==> config.mk <==
export PLATFORM = sky130hd
export DESIGN_NAME = queue_dispatcher
export DESIGN_NICKNAME = d
export VERILOG_FILES = /design/src/rtl/bank_pkg.sv /design/src/rtl/rr_arbiter.sv /design/src/rtl/queue_dispatcher.sv
export SDC_FILE = /design/constraint.sdc
export NUM_CORES = 1
export LEC_CHECK = 0
export ABC_AREA = 1
export BUFFER_PORTS_ARGS = -buffer_cell sky130_fd_sc_hd__buf_4
export CAP_MARGIN = 30
export CORE_UTILIZATION = 53
export CTS_CLUSTER_SIZE = 8
export DETAILED_ROUTE_END_ITERATION = 12
export GPL_TIMING_DRIVEN = 0
export PLACE_DENSITY_LB_ADDON = 0.2
export REMOVE_ABC_BUFFERS = 1
export SLEW_MARGIN = 20
export SYNTH_ARGS = -nofsm -noshare
export SYNTH_HDL_FRONTEND = slang
export SYNTH_HIERARCHICAL = 1
export SYNTH_SLANG_ARGS = --single-unit
==> constraint.sdc <==
create_clock -name clk -period 2.06 [get_ports clk]
set_input_delay 0.515 -clock clk [delete_from_list [all_inputs] [get_ports clk]]
set_output_delay 0.515 -clock clk [all_outputs]
set_load 0.01 [all_outputs]
==> src/rtl/bank_pkg.sv <==
// bank_pkg: shared dispatcher state type and parameter defaults
package bank_pkg;
    localparam int DEF_DEPTH     = 8;
    localparam int DEF_N_TELLERS = 3;
    localparam int DEF_TICKET_W  = 4;
    localparam int DEF_SVC_TIME  = 5;
    typedef enum logic {IDLE, CALL} state_t;
endpackage

==> src/rtl/rr_arbiter.sv <==
// rr_arbiter: round-robin pick of one requester, searching upward from ptr
module rr_arbiter #(
    parameter int N = 3
) (
    input  logic [N-1:0] req,
    input  logic [1:0]   ptr,
    output logic [1:0]   grant,
    output logic         valid
);
    logic [3:0] req4;
    logic [2:0] sum;
    assign valid = |req;
    // walk from the farthest slot back to ptr so the nearest requester wins
    always_comb begin
        req4  = 4'(req);
        grant = '0;
        sum   = '0;
        for (int k = N - 1; k >= 0; k--) begin
            sum = {1'b0, ptr} + 3'(k);
            if (sum >= 3'(N)) sum = sum - 3'(N);
            if (req4[sum[1:0]]) grant = sum[1:0];
        end
    end
endmodule

==> src/rtl/queue_dispatcher.sv <==
// queue_dispatcher: ticket FIFO fed by an entrance sensor, dispatched round-robin to tellers
module queue_dispatcher
    import bank_pkg::*;
#(
    parameter int DEPTH     = DEF_DEPTH,
    parameter int N_TELLERS = DEF_N_TELLERS,
    parameter int TICKET_W  = DEF_TICKET_W,
    parameter int SVC_TIME  = DEF_SVC_TIME
) (
    input  logic                 clk,
    input  logic                 rst,
    input  logic                 bph,
    input  logic [N_TELLERS-1:0] teller_free,
    output logic                 call_valid,
    output logic [1:0]           call_teller,
    output logic [TICKET_W-1:0]  call_ticket,
    output logic [3:0]           count,
    output logic                 full,
    output logic                 empty,
    output logic                 drop,
    output logic [7:0]           wait_est
);
    localparam int PW = DEPTH > 1 ? $clog2(DEPTH) : 1;
    logic [TICKET_W-1:0]  mem [DEPTH];
    logic [PW-1:0]        rd_ptr, wr_ptr;
    logic [TICKET_W-1:0]  next_ticket;
    logic [N_TELLERS-1:0] busy;
    logic [1:0]           rr_ptr, grant, grant_q;
    logic                 grant_valid, bph_q, arrival, push, pop;
    logic [15:0]          wait_full;
    state_t               state, state_nxt;

    assign arrival     = bph & ~bph_q;
    assign push        = arrival & ~full;
    assign pop         = (state == CALL) & ~rst;
    assign full        = count == 4'(DEPTH);
    assign empty       = count == 4'd0;
    assign wait_full   = 16'(count) * 16'(SVC_TIME);
    assign wait_est    = wait_full > 16'd255 ? 8'hff : wait_full[7:0];
    assign call_valid  = pop;
    assign call_teller = call_valid ? grant_q : 2'd0;
    assign call_ticket = call_valid ? mem[rd_ptr] : '0;

    rr_arbiter #(.N(N_TELLERS)) u_arb (
        .req   (teller_free & ~busy),
        .ptr   (rr_ptr),
        .grant (grant),
        .valid (grant_valid)
    );

    // a call lasts one cycle, so consecutive calls are at least two cycles apart
    always_comb begin
        state_nxt = (state == CALL) ? IDLE : (!empty && grant_valid) ? CALL : IDLE;
    end

    // state register and the grant captured on entry to CALL
    always_ff @(posedge clk) begin
        if (rst) begin
            state   <= IDLE;
            grant_q <= '0;
        end else begin
            state   <= state_nxt;
            grant_q <= (state == IDLE && state_nxt == CALL) ? grant : grant_q;
        end
    end

    // ticket storage; contents need no reset since pointers gate every read
    always_ff @(posedge clk) begin
        if (push && !rst) mem[wr_ptr] <= next_ticket;
    end

    // pointers, occupancy, ticket counter and arrival edge history
    always_ff @(posedge clk) begin
        if (rst) begin
            rd_ptr      <= '0;
            wr_ptr      <= '0;
            count       <= '0;
            next_ticket <= '0;
            // history reads as high so a level held through reset is not an arrival
            bph_q       <= 1'b1;
            drop        <= 1'b0;
        end else begin
            bph_q <= bph;
            drop  <= arrival & full;
            count <= count + 4'(push) - 4'(pop);
            if (push) begin
                wr_ptr      <= wr_ptr == PW'(DEPTH - 1) ? '0 : wr_ptr + PW'(1);
                next_ticket <= next_ticket + TICKET_W'(1);
            end
            if (pop) rd_ptr <= rd_ptr == PW'(DEPTH - 1) ? '0 : rd_ptr + PW'(1);
        end
    end

    // busy holds a called teller out until it drops free; pointer moves past each grant
    always_ff @(posedge clk) begin
        if (rst) begin
            busy   <= '0;
            rr_ptr <= '0;
        end else begin
            busy <= (busy & teller_free) | (pop ? N_TELLERS'(1) << grant_q : '0);
            if (pop) rr_ptr <= grant_q == 2'(N_TELLERS - 1) ? 2'd0 : grant_q + 2'd1;
        end
    end
endmodule

Yosys cells after proc, flatten, opt, wreduce, memory -nomap -nowiden
Memories as Yosys holds them, arrays and structs flattened. A register that Yosys moved wholly into a read port is not among the register bits.
Index checks and enable logic that the tools add are counted.
Storage, ports and cells
  bits of input ports: 6
  register bits: 24
  output and inout bits: 22
  logic and storage cells: 79
  RAM bits: 32
  memories kept: 1
Operators by class
  shifts and indexed selects: 1
  equality and inequality tests: 4
  $add $sub $neg: 11
  reduce and logical (&&, ||, !) cells: 7
  bitwise logic cells: 12
  multiplexer cells: 25
  magnitude comparators: 7
  multipliers: 1
Memory list
  mem: depth 8, bits a word 4, read ports 1, clocked after Yosys merged registers in 1, wr ports 1, RTL line queue_dispatcher.sv:24  | logic [TICKET_W-1:0] mem [DEPTH];
Operator list (count)
  2-to-1 mux 2 bit: 8
  2-to-1 mux 3 bit: 5
  less-than comparator 2 x 3 -> 1 bit, second input constant: 3
  greater-than comparator 7 x 8 -> 1 bit, second input constant: 1
  2-to-1 mux 8 bit: 1
  multiplier 4 x 3 -> 7 bit, second input constant: 1
  2-to-1 mux 1 bit: 7
  adder 3 x 1 -> 3 bit, second input constant: 2
  AND 3 bit: 2
  binary-select mux 1 bit (select 2 bit): 3
  equality test 3 bit, second input constant: 2
  greater-or-equal comparator 3 x 2 -> 1 bit, second input constant: 2
  subtractor 2 bit, second input constant: 3
  adder 4 x 1 -> 4 bit: 1
  adder 4 x 1 -> 4 bit, second input constant: 1
  AND 1 bit: 4
  equality test 4 bit, second input constant: 1
  zero test 4 bit: 1
  2-to-1 mux 4 bit: 1
  NOT 1 bit: 4
  subtractor 4 x 1 -> 4 bit: 1
  adder 2 x 1 -> 3 bit, second input constant: 1
  adder 2 x 2 -> 3 bit, second input constant: 1
  logical AND 1 bit: 3
  8 further kinds: 9

Depth between registers and ports, before layout
  depth in word-level cells: 8
  depth in mapped cells: 11
  depth with buffers taken out: 11

Hierarchy
The synthesis kept the hierarchy.
Modules (own cells, without submodules)
  queue_dispatcher: seq. area each 1501.4 um2, cells each 312, area an instance 2761.4 um2, times used 1
  rr_arbiter: seq. area each 0.0 um2, cells each 35, area an instance 185.2 um2, times used 1

Worst setup path after synthesis
OpenSTA, ideal clock, no wires.
  path kind: reg-to-reg
  start: register count[2]
  end: register count[2]
  setup time: 118 ps
  period minus slack after synthesis: 2113 ps
  data required time: 1942 ps
  setup slack: -53 ps
  path buffers: 0
  data arrival time: 1994 ps
  stages on the path, launching flop included: 11
  cell sequence: dfxtp_1 inv_1 ha_1 nand2_1 nand2_2 ha_1 inv_1 ha_1 fa_1 xnor2_1 nor2_1
Between the ends
  cells in the longest elaborated chain, start to end: 5
RTL lines
  from (decl): RTL line queue_dispatcher.sv:17  | output logic [3:0] count,
  from (signal assigned): RTL line queue_dispatcher.sv:85  | count <= count + 4'(push) - 4'(pop);
  equality test 4 bit: RTL line queue_dispatcher.sv:36  | assign full = count == 4'(DEPTH);
  NOT 1 bit: RTL line queue_dispatcher.sv:34  | assign push = arrival & ~full;
  AND 1 bit: RTL line queue_dispatcher.sv:34
  adder 4 x 1 -> 4 bit (*): RTL line queue_dispatcher.sv:85
  subtractor 4 x 1 -> 4 bit (*): RTL line queue_dispatcher.sv:85
Mark *: on every way between the ends. The rest lies on a longest branch, timed or not.
A chain may end at the register's enable or synchronous reset.

Worst setup path after layout
  start: register count[1]
  end: output port wait_est[4]
Between the ends
  cells in the longest elaborated chain, start to end: 3
RTL lines
  multiplier 4 x 3 -> 7 bit (*): RTL line queue_dispatcher.sv:38  | assign wait_full = 16'(count) * 16'(SVC_TIME);
  greater-than comparator 7 x 8 -> 1 bit: RTL line queue_dispatcher.sv:39  | assign wait_est = wait_full > 16'd255 ? 8'hff : wait_full[7:0];
  2-to-1 mux 8 bit (*): RTL line queue_dispatcher.sv:39
  to (decl): RTL line queue_dispatcher.sv:21  | output logic [7:0] wait_est
Marks and branches as above.

==> flow_summary.json <==
{
  "finClkSkew_ps": 4.28,
  "hold_violations": 0,
  "pwr_density_cell_nw_per_um2": 1100,
  "hold_ws_ps": 380,
  "path_max_fanout": 2,
  "crit_chain": "ha_4, ha_4, fa_2, buf_6",
  "dieArea_um2": 5860,
  "cpMaxStageDelayCell": "fa_2",
  "numCtsBuffers": 9,
  "drt_iter0_markers": 101,
  "p_leak_uw": 0.00163,
  "cts_tree": "yes",
  "finalCritPeriodShare": 1.08,
  "ctsRootBufferMaster": "clkbuf_8",
  "netlist_area_um2": 2950,
  "slowest_delay_ps": 530,
  "die-width_um": 76.6,
  "ant_nets": 0,
  "final_cell_mix": "nand2_1 (76), inv_1 (59), nor2_1 (47), edfxtp_1 (32), buf_4 (30)",
  "antenna_cells": 0,
  "yosysWarnings": 6,
  "layout_commonest_cell": "nand2_1",
  "clkSinkCount": 59,
  "vias": 2179,
  "insertion_delay_ps": 330,
  "vias_per_cell": 4.80,
  "grt_max_degree": 18,
  "holdBufCountCts": 0,
  "core_um2": 5240,
  "grt_overflow": 0,
  "cp.arrival_ps": 1710,
  "htree_levels": 3,
  "fp-row-count": 26,
  "hpwlAfterDp_mm": 3.71,
  "ioPinCount": 28,
  "synth.distinct_cells": 31,
  "start_util": 0.563,
  "gp_congestion": 0.786,
  "grt_usage": 0.210,
  "total_power_uw": 3840,
  "drive_gt1_frac": 0.203,
  "synth-edff-count": 32,
  "cpMostUsedCell": "ha_4",
  "outcome": "complete, but fails checks",
  "nFillCells": 430,
  "place_ws_ps": -200,
  "min_path_type": "in2reg",
  "avgSynthCellArea_um2": 8.49,
  "crit_path_end_kind": "primary output",
  "dp_cells": 433,
  "ys_ff_latch": 59,
  "maxCapViolCount": 0,
  "antenna_found_initial": 0,
  "grt_pass1_wl_mm": 9.39,
  "ys_seq_area_frac": 0.510,
  "path_clk_slew_ps": 60,
  "fin_nets": 405,
  "drc": 0,
  "area_delta_synth_final_pct": 18.3,
  "fmax_mhz": 450,
  "peakVddDrop_mv": 0.741,
  "required_ps": 1540,
  "finalSetupViolCount": 3,
  "fin_crit_ps": 2220,
  "wl_per_cell_um": 12.0,
  "synth_cells": 347,
  "io_buffer_count": 26,
  "crit_buf_inv": 1,
  "slew_violations": 0,
  "violations": "negative setup slack",
  "grt_pass1_vias": 2029,
  "fin_cells": 454,
  "drt_pre_antenna_iters": 4,
  "rsz0062_at_grt": "yes",
  "synth_flop_cell": "edfxtp_1",
  "path_delay_family": "adder cells",
  "die_h_um": 76.6,
  "layout_setup_ws_ps": -163,
  "synthArstFlopShare": 0,
  "critPathKind": "reg2out",
  "clockBufferDepth": 2,
  "start_kind": "register",
  "wirelength_mm": 5.44
}
[repair_timing]
action,in CTS,in global routing
setup endpoints to repair,13,8
setup buffers,1,4
gates resized for setup,19,4
pin swaps,1,0
[registers in the layout (all words and copies together), names as in the netlist, named ones only]
register	cells
mem	32
count	4
next_ticket	4
busy	3
rd_ptr	3
wr_ptr	3
grant_q	2
rr_ptr	2
bph_q	1
drop	1
state	1
[per-layer routing]
metal	vias to the layer above	track usage	wire, µm
met5	-	0	0
met4	0	0.0962	78
met3	6	0.0551	279
met2	48	0.335	2740
met1	982	0.265	2340
li1	1143	-	-
[cell usage after synthesis (all sizes together), types with 2 or more instances]
cell / instances / area [µm²]
nand2: 81 / 314
inv: 65 / 246
nor2: 50 / 205
edfxtp: 32 / 961
nand3: 30 / 155
dfxtp: 27 / 541
ha: 18 / 225
a21oi: 14 / 81.3
buf: 9 / 61.3
o21ai: 9 / 48.8
fa: 2 / 40.0
or2: 2 / 12.5
xor2: 2 / 17.5
[stage by stage]
stage,TNS (ps),instance area (µm²),util
4_1_cts,-353,3450,0.658
2_1_floorplan,-89.4,2880,-
5_1_grt,-663,3480,0.665
6_report,-364,3480,0.665
3_5_place_dp,-496,3160,0.604
3_3_place_gp,-380,3160,0.604
[cells by family (layout without fill, tap and decap cells)]
kind of cell / Yosys count / count (layout) / share of synthesized area
compound gates: 24 / 24 / 0.0476
xor+xnor: 3 / 3 / 0.00892
fa+ha+maj: 20 / 20 / 0.0900
buf+inv: 75 / 112 / 0.106
flops: 59 / 59 / 0.510
other cells: 1 / 1 / 0.00127
simple gates: 165 / 165 / 0.237
[power breakdown]
group          switching [µW]  leakage, µW  total, µW  internal [µW]
logic                     693      0.00100       1230            540
registers                 146     0.000524       1520           1370
clock network             431     0.000108       1080            653
[worst paths after layout]
kind | start | endpoint | slack [ps] | depth (start not counted)
max | count[1] | wait_est[4] | -160 | 4
min | bph | bph_q | 380 | 2
max reg2reg | count[2] | count[1] | -50 | 10
min reg2reg | busy[0] | busy[0] | 470 | 2
[cell type report]
type                    count  area (µm²)  area share
well taps                  70        87.6      0.0251
multi-input cells         213        1170       0.337
clock inverters             4        47.5      0.0136
flip-flops and latches     59        1520       0.437
inverters                  65         253      0.0725
repair buffers             31         236      0.0679
clock buffers              12         165      0.0474
(Power assumes the default switching activity.)
